File: src/rtl/hls_activity_monitor.sv
// -----------------------------------------------------------------------------
// hls_activity_monitor
//
// Purpose:
//   Per-channel activity monitor for HLS block-level handshakes
//   (ap_start / ap_ready / ap_done / ap_continue). Each channel tracks the
//   invocation state of one monitored sub-module. It accumulates run cycles,
//   hold cycles, the invocation count and latency statistics. Results are read
//   back through a registered channel/field read port.
//
// Optional feature:
//   ACT_MON_LATSTAT_EN
//     Defined: per-channel max_lat / min_lat registers are implemented.
//     Undefined: rd_field 4 and 5 read as 0 with rd_err = 0.
//   last_lat is always present.
//
// Parameters:
//   NUM_CH  number of monitored channels (1..32)
//   CNT_W   width of the cycle and latency counters (8..48)
//   INV_W   width of the per-channel invocation counter (4..32)
//
// Ports:
//   clock        single clock; all logic runs on posedge
//   reset_n      asynchronous active-low reset
//   ap_start     per-channel ap_start tap
//   ap_ready     per-channel ap_ready tap (observed only, never used)
//   ap_done      per-channel ap_done tap
//   ap_continue  per-channel ap_continue (tie high where unused)
//   finish       end of run; freezes all statistics
//   clr          synchronous clear of the statistics and of the freeze flag
//   rd_en        read request
//   rd_ch        channel select for the read
//   rd_field     0 run_cyc, 1 hold_cyc, 2 inv_cnt, 3 last_lat,
//                4 max_lat, 5 min_lat, 6 state
//   rd_data      read data, zero-extended, valid one cycle after rd_en
//   rd_valid     rd_data valid
//   rd_err       bad channel or field 7 (rd_data is forced to 0)
//   busy_vec     per-channel state != IDLE
//   frozen       statistics frozen by finish
// -----------------------------------------------------------------------------
module hls_activity_monitor #(
    parameter int  NUM_CH = 5,
    parameter int  CNT_W  = 32,
    parameter int  INV_W  = 16,
    localparam int CH_W   = (NUM_CH > 1) ? $clog2(NUM_CH) : 1
) (
    input  logic              clock,
    input  logic              reset_n,
    input  logic [NUM_CH-1:0] ap_start,
    input  logic [NUM_CH-1:0] ap_ready,
    input  logic [NUM_CH-1:0] ap_done,
    input  logic [NUM_CH-1:0] ap_continue,
    input  logic              finish,
    input  logic              clr,
    input  logic              rd_en,
    input  logic [CH_W-1:0]   rd_ch,
    input  logic [2:0]        rd_field,
    output logic [CNT_W-1:0]  rd_data,
    output logic              rd_valid,
    output logic              rd_err,
    output logic [NUM_CH-1:0] busy_vec,
    output logic              frozen
);

    typedef enum logic [1:0] {IDLE = 2'd0, RUN = 2'd1, HOLD = 2'd2} state_e;

    // ap_ready is a status tap only; this keeps it visibly consumed.
    logic unused_ready;
    assign unused_ready = ^ap_ready;

    state_e             st_q       [NUM_CH];
    state_e             st_d       [NUM_CH];
    logic [CNT_W-1:0]   run_q      [NUM_CH];
    logic [CNT_W-1:0]   run_d      [NUM_CH];
    logic [CNT_W-1:0]   hold_q     [NUM_CH];
    logic [CNT_W-1:0]   hold_d     [NUM_CH];
    logic [CNT_W-1:0]   cur_lat_q  [NUM_CH];
    logic [CNT_W-1:0]   cur_lat_d  [NUM_CH];
    logic [CNT_W-1:0]   last_lat_q [NUM_CH];
    logic [CNT_W-1:0]   last_lat_d [NUM_CH];
    logic [INV_W-1:0]   inv_q      [NUM_CH];
    logic [INV_W-1:0]   inv_d      [NUM_CH];
`ifdef ACT_MON_LATSTAT_EN
    logic [CNT_W-1:0]   max_lat_q  [NUM_CH];
    logic [CNT_W-1:0]   max_lat_d  [NUM_CH];
    logic [CNT_W-1:0]   min_lat_q  [NUM_CH];
    logic [CNT_W-1:0]   min_lat_d  [NUM_CH];
`endif
    logic               frozen_q, frozen_d;
    logic [NUM_CH-1:0]  busy_q;
    logic [CNT_W-1:0]   rd_data_q;
    logic               rd_valid_q, rd_err_q;

    // Saturating increments: the counters stick at all-ones instead of wrapping.
    function automatic logic [CNT_W-1:0] sat_cnt(input logic [CNT_W-1:0] v);
        return (&v) ? v : v + CNT_W'(1);
    endfunction

    function automatic logic [INV_W-1:0] sat_inv(input logic [INV_W-1:0] v);
        return (&v) ? v : v + INV_W'(1);
    endfunction

    always_comb begin
        logic             start_idle;
        logic             active;
        logic             ret_idle;
        logic             upd;
        logic [CNT_W-1:0] lat_now;
        // clr takes priority over finish.
        frozen_d = clr ? 1'b0 : (finish ? 1'b1 : frozen_q);
        upd      = !frozen_q && !clr;
        for (int c = 0; c < NUM_CH; c++) begin
            st_d[c]       = st_q[c];
            run_d[c]      = run_q[c];
            hold_d[c]     = hold_q[c];
            cur_lat_d[c]  = cur_lat_q[c];
            last_lat_d[c] = last_lat_q[c];
            inv_d[c]      = inv_q[c];
`ifdef ACT_MON_LATSTAT_EN
            max_lat_d[c]  = max_lat_q[c];
            min_lat_d[c]  = min_lat_q[c];
`endif
            // A start accepted in IDLE counts as the first run/latency cycle.
            start_idle = (st_q[c] == IDLE) && ap_start[c];
            active     = start_idle || (st_q[c] == RUN);
            lat_now    = start_idle ? CNT_W'(1) : sat_cnt(cur_lat_q[c]);
            ret_idle   = (active && ap_done[c] && ap_continue[c]) ||
                         ((st_q[c] == HOLD) && ap_continue[c]);

            // State tracking and the in-flight latency keep running while frozen.
            if (active) begin
                st_d[c]      = ap_done[c] ? (ap_continue[c] ? IDLE : HOLD) : RUN;
                cur_lat_d[c] = ap_done[c] ? '0 : lat_now;
            end else if ((st_q[c] == HOLD) && ap_continue[c]) begin
                st_d[c] = IDLE;
            end

            if (clr) begin
                run_d[c]      = '0;
                hold_d[c]     = '0;
                last_lat_d[c] = '0;
                inv_d[c]      = '0;
`ifdef ACT_MON_LATSTAT_EN
                max_lat_d[c]  = '0;
                min_lat_d[c]  = '1;
`endif
            end else if (upd) begin
                if (active)
                    run_d[c] = sat_cnt(run_q[c]);
                if (st_q[c] == HOLD)
                    hold_d[c] = sat_cnt(hold_q[c]);
                if (active && ap_done[c]) begin
                    last_lat_d[c] = lat_now;
`ifdef ACT_MON_LATSTAT_EN
                    if (lat_now > max_lat_q[c]) max_lat_d[c] = lat_now;
                    if (lat_now < min_lat_q[c]) min_lat_d[c] = lat_now;
`endif
                end
                if (ret_idle)
                    inv_d[c] = sat_inv(inv_q[c]);
            end
        end
    end

    // Read mux sources the current registers, so rd_data is the pre-edge snapshot.
    logic             rd_bad;
    logic [CH_W-1:0]  ch_idx;
    logic [CNT_W-1:0] rd_val;

    always_comb begin
        rd_bad = (32'(rd_ch) >= NUM_CH) || (rd_field == 3'd7);
        ch_idx = rd_bad ? '0 : rd_ch;
        rd_val = '0;
        case (rd_field)
            3'd0:    rd_val = run_q[ch_idx];
            3'd1:    rd_val = hold_q[ch_idx];
            3'd2:    rd_val = CNT_W'(inv_q[ch_idx]);
            3'd3:    rd_val = last_lat_q[ch_idx];
`ifdef ACT_MON_LATSTAT_EN
            3'd4:    rd_val = max_lat_q[ch_idx];
            3'd5:    rd_val = min_lat_q[ch_idx];
`endif
            3'd6:    rd_val = CNT_W'(st_q[ch_idx]);
            default: rd_val = '0;
        endcase
    end

    always_ff @(posedge clock or negedge reset_n) begin
        if (!reset_n) begin
            for (int c = 0; c < NUM_CH; c++) begin
                st_q[c]       <= IDLE;
                run_q[c]      <= '0;
                hold_q[c]     <= '0;
                cur_lat_q[c]  <= '0;
                last_lat_q[c] <= '0;
                inv_q[c]      <= '0;
`ifdef ACT_MON_LATSTAT_EN
                max_lat_q[c]  <= '0;
                min_lat_q[c]  <= '1;
`endif
            end
            frozen_q   <= 1'b0;
            busy_q     <= '0;
            rd_data_q  <= '0;
            rd_valid_q <= 1'b0;
            rd_err_q   <= 1'b0;
        end else begin
            for (int c = 0; c < NUM_CH; c++) begin
                st_q[c]       <= st_d[c];
                run_q[c]      <= run_d[c];
                hold_q[c]     <= hold_d[c];
                cur_lat_q[c]  <= cur_lat_d[c];
                last_lat_q[c] <= last_lat_d[c];
                inv_q[c]      <= inv_d[c];
`ifdef ACT_MON_LATSTAT_EN
                max_lat_q[c]  <= max_lat_d[c];
                min_lat_q[c]  <= min_lat_d[c];
`endif
                busy_q[c]     <= (st_d[c] != IDLE);
            end
            frozen_q <= frozen_d;
            // rd_data holds its last value when no read is requested.
            if (rd_en) begin
                rd_valid_q <= 1'b1;
                rd_err_q   <= rd_bad;
                rd_data_q  <= rd_bad ? '0 : rd_val;
            end else begin
                rd_valid_q <= 1'b0;
                rd_err_q   <= 1'b0;
            end
        end
    end

    assign rd_data  = rd_data_q;
    assign rd_valid = rd_valid_q;
    assign rd_err   = rd_err_q;
    assign busy_vec = busy_q;
    assign frozen   = frozen_q;

endmodule

File: config.mk
export PLATFORM = sky130hd
export DESIGN_NAME = hls_activity_monitor
export DESIGN_NICKNAME = d
export VERILOG_FILES = /design/src/rtl/hls_activity_monitor.sv
export SDC_FILE = /design/constraint.sdc
export NUM_CORES = 2
export LEC_CHECK = 0
export BUFFER_PORTS_ARGS = -buffer_cell sky130_fd_sc_hd__buf_4
export CORE_MARGIN = 2
export CORE_UTILIZATION = 48
export DETAILED_ROUTE_END_ITERATION = 10
export MAX_ROUTING_LAYER = met4
export RECOVER_POWER = 100
export SYNTH_ARGS = -nofsm -noshare
export SYNTH_HDL_FRONTEND = slang
export SYNTH_SLANG_ARGS = --single-unit
File: constraint.sdc
create_clock -name clock -period 2.9 [get_ports clock]
set_input_delay 0.58 -clock clock [delete_from_list [all_inputs] [get_ports clock]]
set_output_delay 0.58 -clock clock [all_outputs]
set_load 0.1 [all_outputs]
==> flow_metrics.env <==
export IMPL_synth_xor_area_frac=0.09319
export IMPL_critPathMaxStageDelay_ns=0.77
export IMPL_clock_path_buffers=3
export IMPL_final_setup_skew_ns=0.02124
export IMPL_instances_no_fill=6591
export IMPL_cp_arrival_ns=3.33
export IMPL_leakage_nw=20.52
export IMPL_cts_tree="built"
export IMPL_crit_type="in2reg"
export IMPL_synthCells=5121
export IMPL_fin_util=0.5494
export IMPL_placed_cells=6425
export IMPL_first_pass_iters=8
export IMPL_setup_viol=0
export IMPL_status="finished clean"
export IMPL_fin_crit_sh=0.9474
export IMPL_grt_start_max_net_pins=108
export IMPL_die_h_um=309.0
export IMPL_netlist_top_cells_count="770 x dfrtp_1, 582 x nand2_1, 510 x nor2_1"
export IMPL_synthMuxAreaShare=0.03551
export IMPL_synth_area_top_cells="dfrtp_1 43%, xor2_1 5.9%, nand2_1 4.9%"
export IMPL_num_vias=40610
export IMPL_fmax_ghz=0.3640
export IMPL_worst_pin_slew_ns=1.361
export IMPL_synth_compound_area_share=0.1461
export IMPL_nets=5325
export IMPL_cts_made_buffers=89
export IMPL_reg2reg_setup_slack_ns=0.16
export IMPL_areaGrowthSynthToFinish_pct=13.15
export IMPL_ant_nets=0
export IMPL_via_per_inst=6.162
export IMPL_rsz0062_at_grt="no"
export IMPL_maxSlewHeadroom=0.09298
export IMPL_finalCriticalPeriod_ns=2.747
export IMPL_yosysWarnings=0
export IMPL_drc_errors=0
export IMPL_port_buffers=65
export IMPL_cap_violations=0
export IMPL_htreeDepth=3
export IMPL_drt_total_wl_mm=157.5
export IMPL_cts_sinks=770
export IMPL_slowest_stage="nor2b_1"
export IMPL_synthFlopType="dfrtp_1"
export IMPL_gr_total_overflow=0
export IMPL_yosysSeqAreaShare=0.4316
export IMPL_required_ns=3.48
export IMPL_grt_usage=0.3402
export IMPL_holdWs_ns=0.1576
export IMPL_clkSlewWorstSetupHoldPaths_ns=0.06
export IMPL_grt_pass1_wl_mm=240.2
export IMPL_path_cells="buf_4 > nor2b_1 > clkbuf_1 > nor2b_1 > nand2_1 > clkbuf_2 > o22ai_1 > o21ai_0 > buf_4 > o2111ai_1"
export IMPL_synth_most_common_cell="dfrtp_1"
export IMPL_whs_endpoint="frozen"
export IMPL_synth_cell_types=87
export IMPL_root_buffer="clkbuf_16"
export IMPL_synth_largest_area_cell="dfrtp_1"
export IMPL_drtIter0Drc=4409
export IMPL_finalHoldViolCount=0
export IMPL_worstHoldStart="finish"
export IMPL_start_kind="input port"
export IMPL_cts_setup_buffers=0
export IMPL_grt_pass1_vias=37540
export IMPL_hp_class="in2reg"
export IMPL_antenna_found_initial=5
export IMPL_drive_gt1_frac=0.09113
export IMPL_path_max_fanout=24
export IMPL_io_pins=71
export IMPL_ys_seq_elements=770
export IMPL_mappedNetlistArea_um2=44640
export IMPL_synth_simple_gate_area_frac=0.2526
export IMPL_rr_startpoint="cur_lat_q[96]"
export IMPL_setup_ws_ns=0.1526
export IMPL_post_synth_cell_area_avg_um2=8.718
export IMPL_ff2ff_path_depth=8
export IMPL_cellPowerDensity_nw_per_um2=521.4
export IMPL_end_kind="flop"
export IMPL_num_rows=111
export IMPL_synth_fp_nets=5172
export IMPL_path_delay_family="simple AND/OR/NAND/NOR gates"
export IMPL_synth_top_area_share=0.4316
export IMPL_core_area_um2=91940
export IMPL_hold_depth=3
export IMPL_ir_worst_vdd_uv=500.5
export IMPL_synth_edf_count=0
export IMPL_avgRoutedWirePerCell_um=23.90
export IMPL_final_max_slew_viol_count=0
export IMPL_dp_hpwl_mm=118.8
export IMPL_initial_core_util=0.4856
export IMPL_gp_congestion=1.050
export IMPL_dieArea_um2=95460
export IMPL_synth_top_family_by_area="simple AND/OR/NAND/NOR gates"
export IMPL_clk_latency_ns=0.68
export IMPL_die_w_um=309.0
export IMPL_synthAdderAreaFrac=0.005605
export IMPL_async_flop_share=1.000
export IMPL_post_place_ws_ns=-0.3294
export IMPL_final_area_um2=50510
export IMPL_crit_buf_inv=4
export IMPL_ctsResizeCount=0
export IMPL_dpl_instance_area_um2=48180
export IMPL_r2r_end="last_lat_q[117]"
[worst max path at each step]
stage	slack [ns]	start	endpoint	cells after the start
after global routing	0.01	cur_lat_q[42]	last_lat_q[62]	7
after CTS	0.25	frozen	inv_q[77]	7
after detailed placement	-0.33	rd_field[0]	rd_data[24]	10
final	0.15	rd_field[0]	rd_data[28]	10
after global placement	-0.35	rd_field[0]	rd_data[25]	10
after floorplan	0.33	frozen	hold_q[88]	7
[stage by stage]
stage                     total power, mW  setup TNS (ns)
after floorplan                     13.32               0
after global placement              14.91          -3.219
after detailed placement            14.93          -3.753
after CTS                           26.60               0
after global routing                27.29               0
final                               26.34               0
[worst register-to-register path, stage by stage (launching register included)]
cell and delay [ns]:
dfrtp_1 0.44, ha_1 0.27, and2_0 0.18, and4_1 0.31, a211oi_1 0.67, buf_4 0.28, nand3_1 0.12, xor2_1 0.17
o21ai_0 0.19
[sequential cells by signal (all words and copies together) (netlist names)]
register,cells
cur_lat_q,160
hold_q,160
last_lat_q,160
run_q,160
inv_q,80
rd_data,32
st_q,10
busy_vec,5
frozen,1
rd_err,1
rd_valid,1
[layer usage]
layer | wire (um) | GRT usage | up-vias | share of wire
met4 | 6582 | 0.1236 | 0 | 0.042
li1 | - | - | 18780 | -
met5 | 0 | - | - | 0
met3 | 11850 | 0.05125 | 309 | 0.075
met1 | 69190 | 0.4758 | 19930 | 0.44
met2 | 69870 | 0.5009 | 1603 | 0.44
[final cells by class]
type | instances | area, um^2
Inverter | 94 | 352.8
Multi-Input combinational cell | 3950 | 23800
Timing Repair Buffer | 369 | 2545
Antenna cell | 4 | 10.01
Clock buffer | 122 | 2542
Tap cell | 1243 | 1555
Clock inverter | 39 | 445.4
Sequential cell | 770 | 19270
Fill cell | 8636 | 41430
[report_power, final]
group	total (mW)	switching, mW	internal [mW]
logic	3.38	2.42	0.953
registers	11.3	0.337	11.0
clock network	11.7	4.81	6.85
[logic make-up (layout without fill, tap and decap cells)]
| group | count (synthesis) | in the layout |
|---|---|---|
| flip-flops | 770 | 770 |
| AO/OA/AOI/OAI | 1050 | 1050 |
| multiplexers | 157 | 157 |
| XOR/XNOR | 475 | 475 |
| AND/OR/NAND/NOR | 2248 | 2248 |
| adder cells (fa/ha/maj) | 20 | 20 |
| other | 0 | 4 |
| buffers and inverters | 401 | 624 |
[layout by cell type (no fill, tap or decap), drive strengths merged, types with 11 or more instances in the layout]
cell | Yosys | routed
nand4 | 220 | 220
inv | 94 | 97
buf | 72 | 237
dfrtp | 770 | 770
xnor2 | 176 | 176
nor3b | 29 | 29
a22o | 26 | 26
mux2i | 146 | 146
o221ai | 26 | 26
and3 | 117 | 117
a22oi | 26 | 26
o2111ai | 21 | 21
nand3 | 289 | 289
o31ai | 73 | 73
clkinv | 0 | 26
a31oi | 61 | 61
a21oi | 231 | 231
nand2b | 34 | 34
nand4b | 12 | 12
a222oi | 14 | 14
mux2 | 11 | 11
and4 | 84 | 84
o21ai | 364 | 364
or4 | 11 | 11
a211oi | 18 | 18
xor2 | 299 | 299
nor2b | 28 | 28
or2 | 17 | 17
a21o | 17 | 17
clkbuf | 235 | 253
o22ai | 66 | 66
ha | 20 | 20
and2 | 42 | 42
or3 | 74 | 74
nor3 | 122 | 122
nor2 | 511 | 511
nand2 | 582 | 582
o211ai | 28 | 28
nor4 | 53 | 53
[timing repair]
item / in CTS / in global routing
endpoints found under the setup margin: 0 / 0
hold buffers: 1 / 0
hold endpoints to repair: 29 / 0
(Power assumes the default switching activity.)
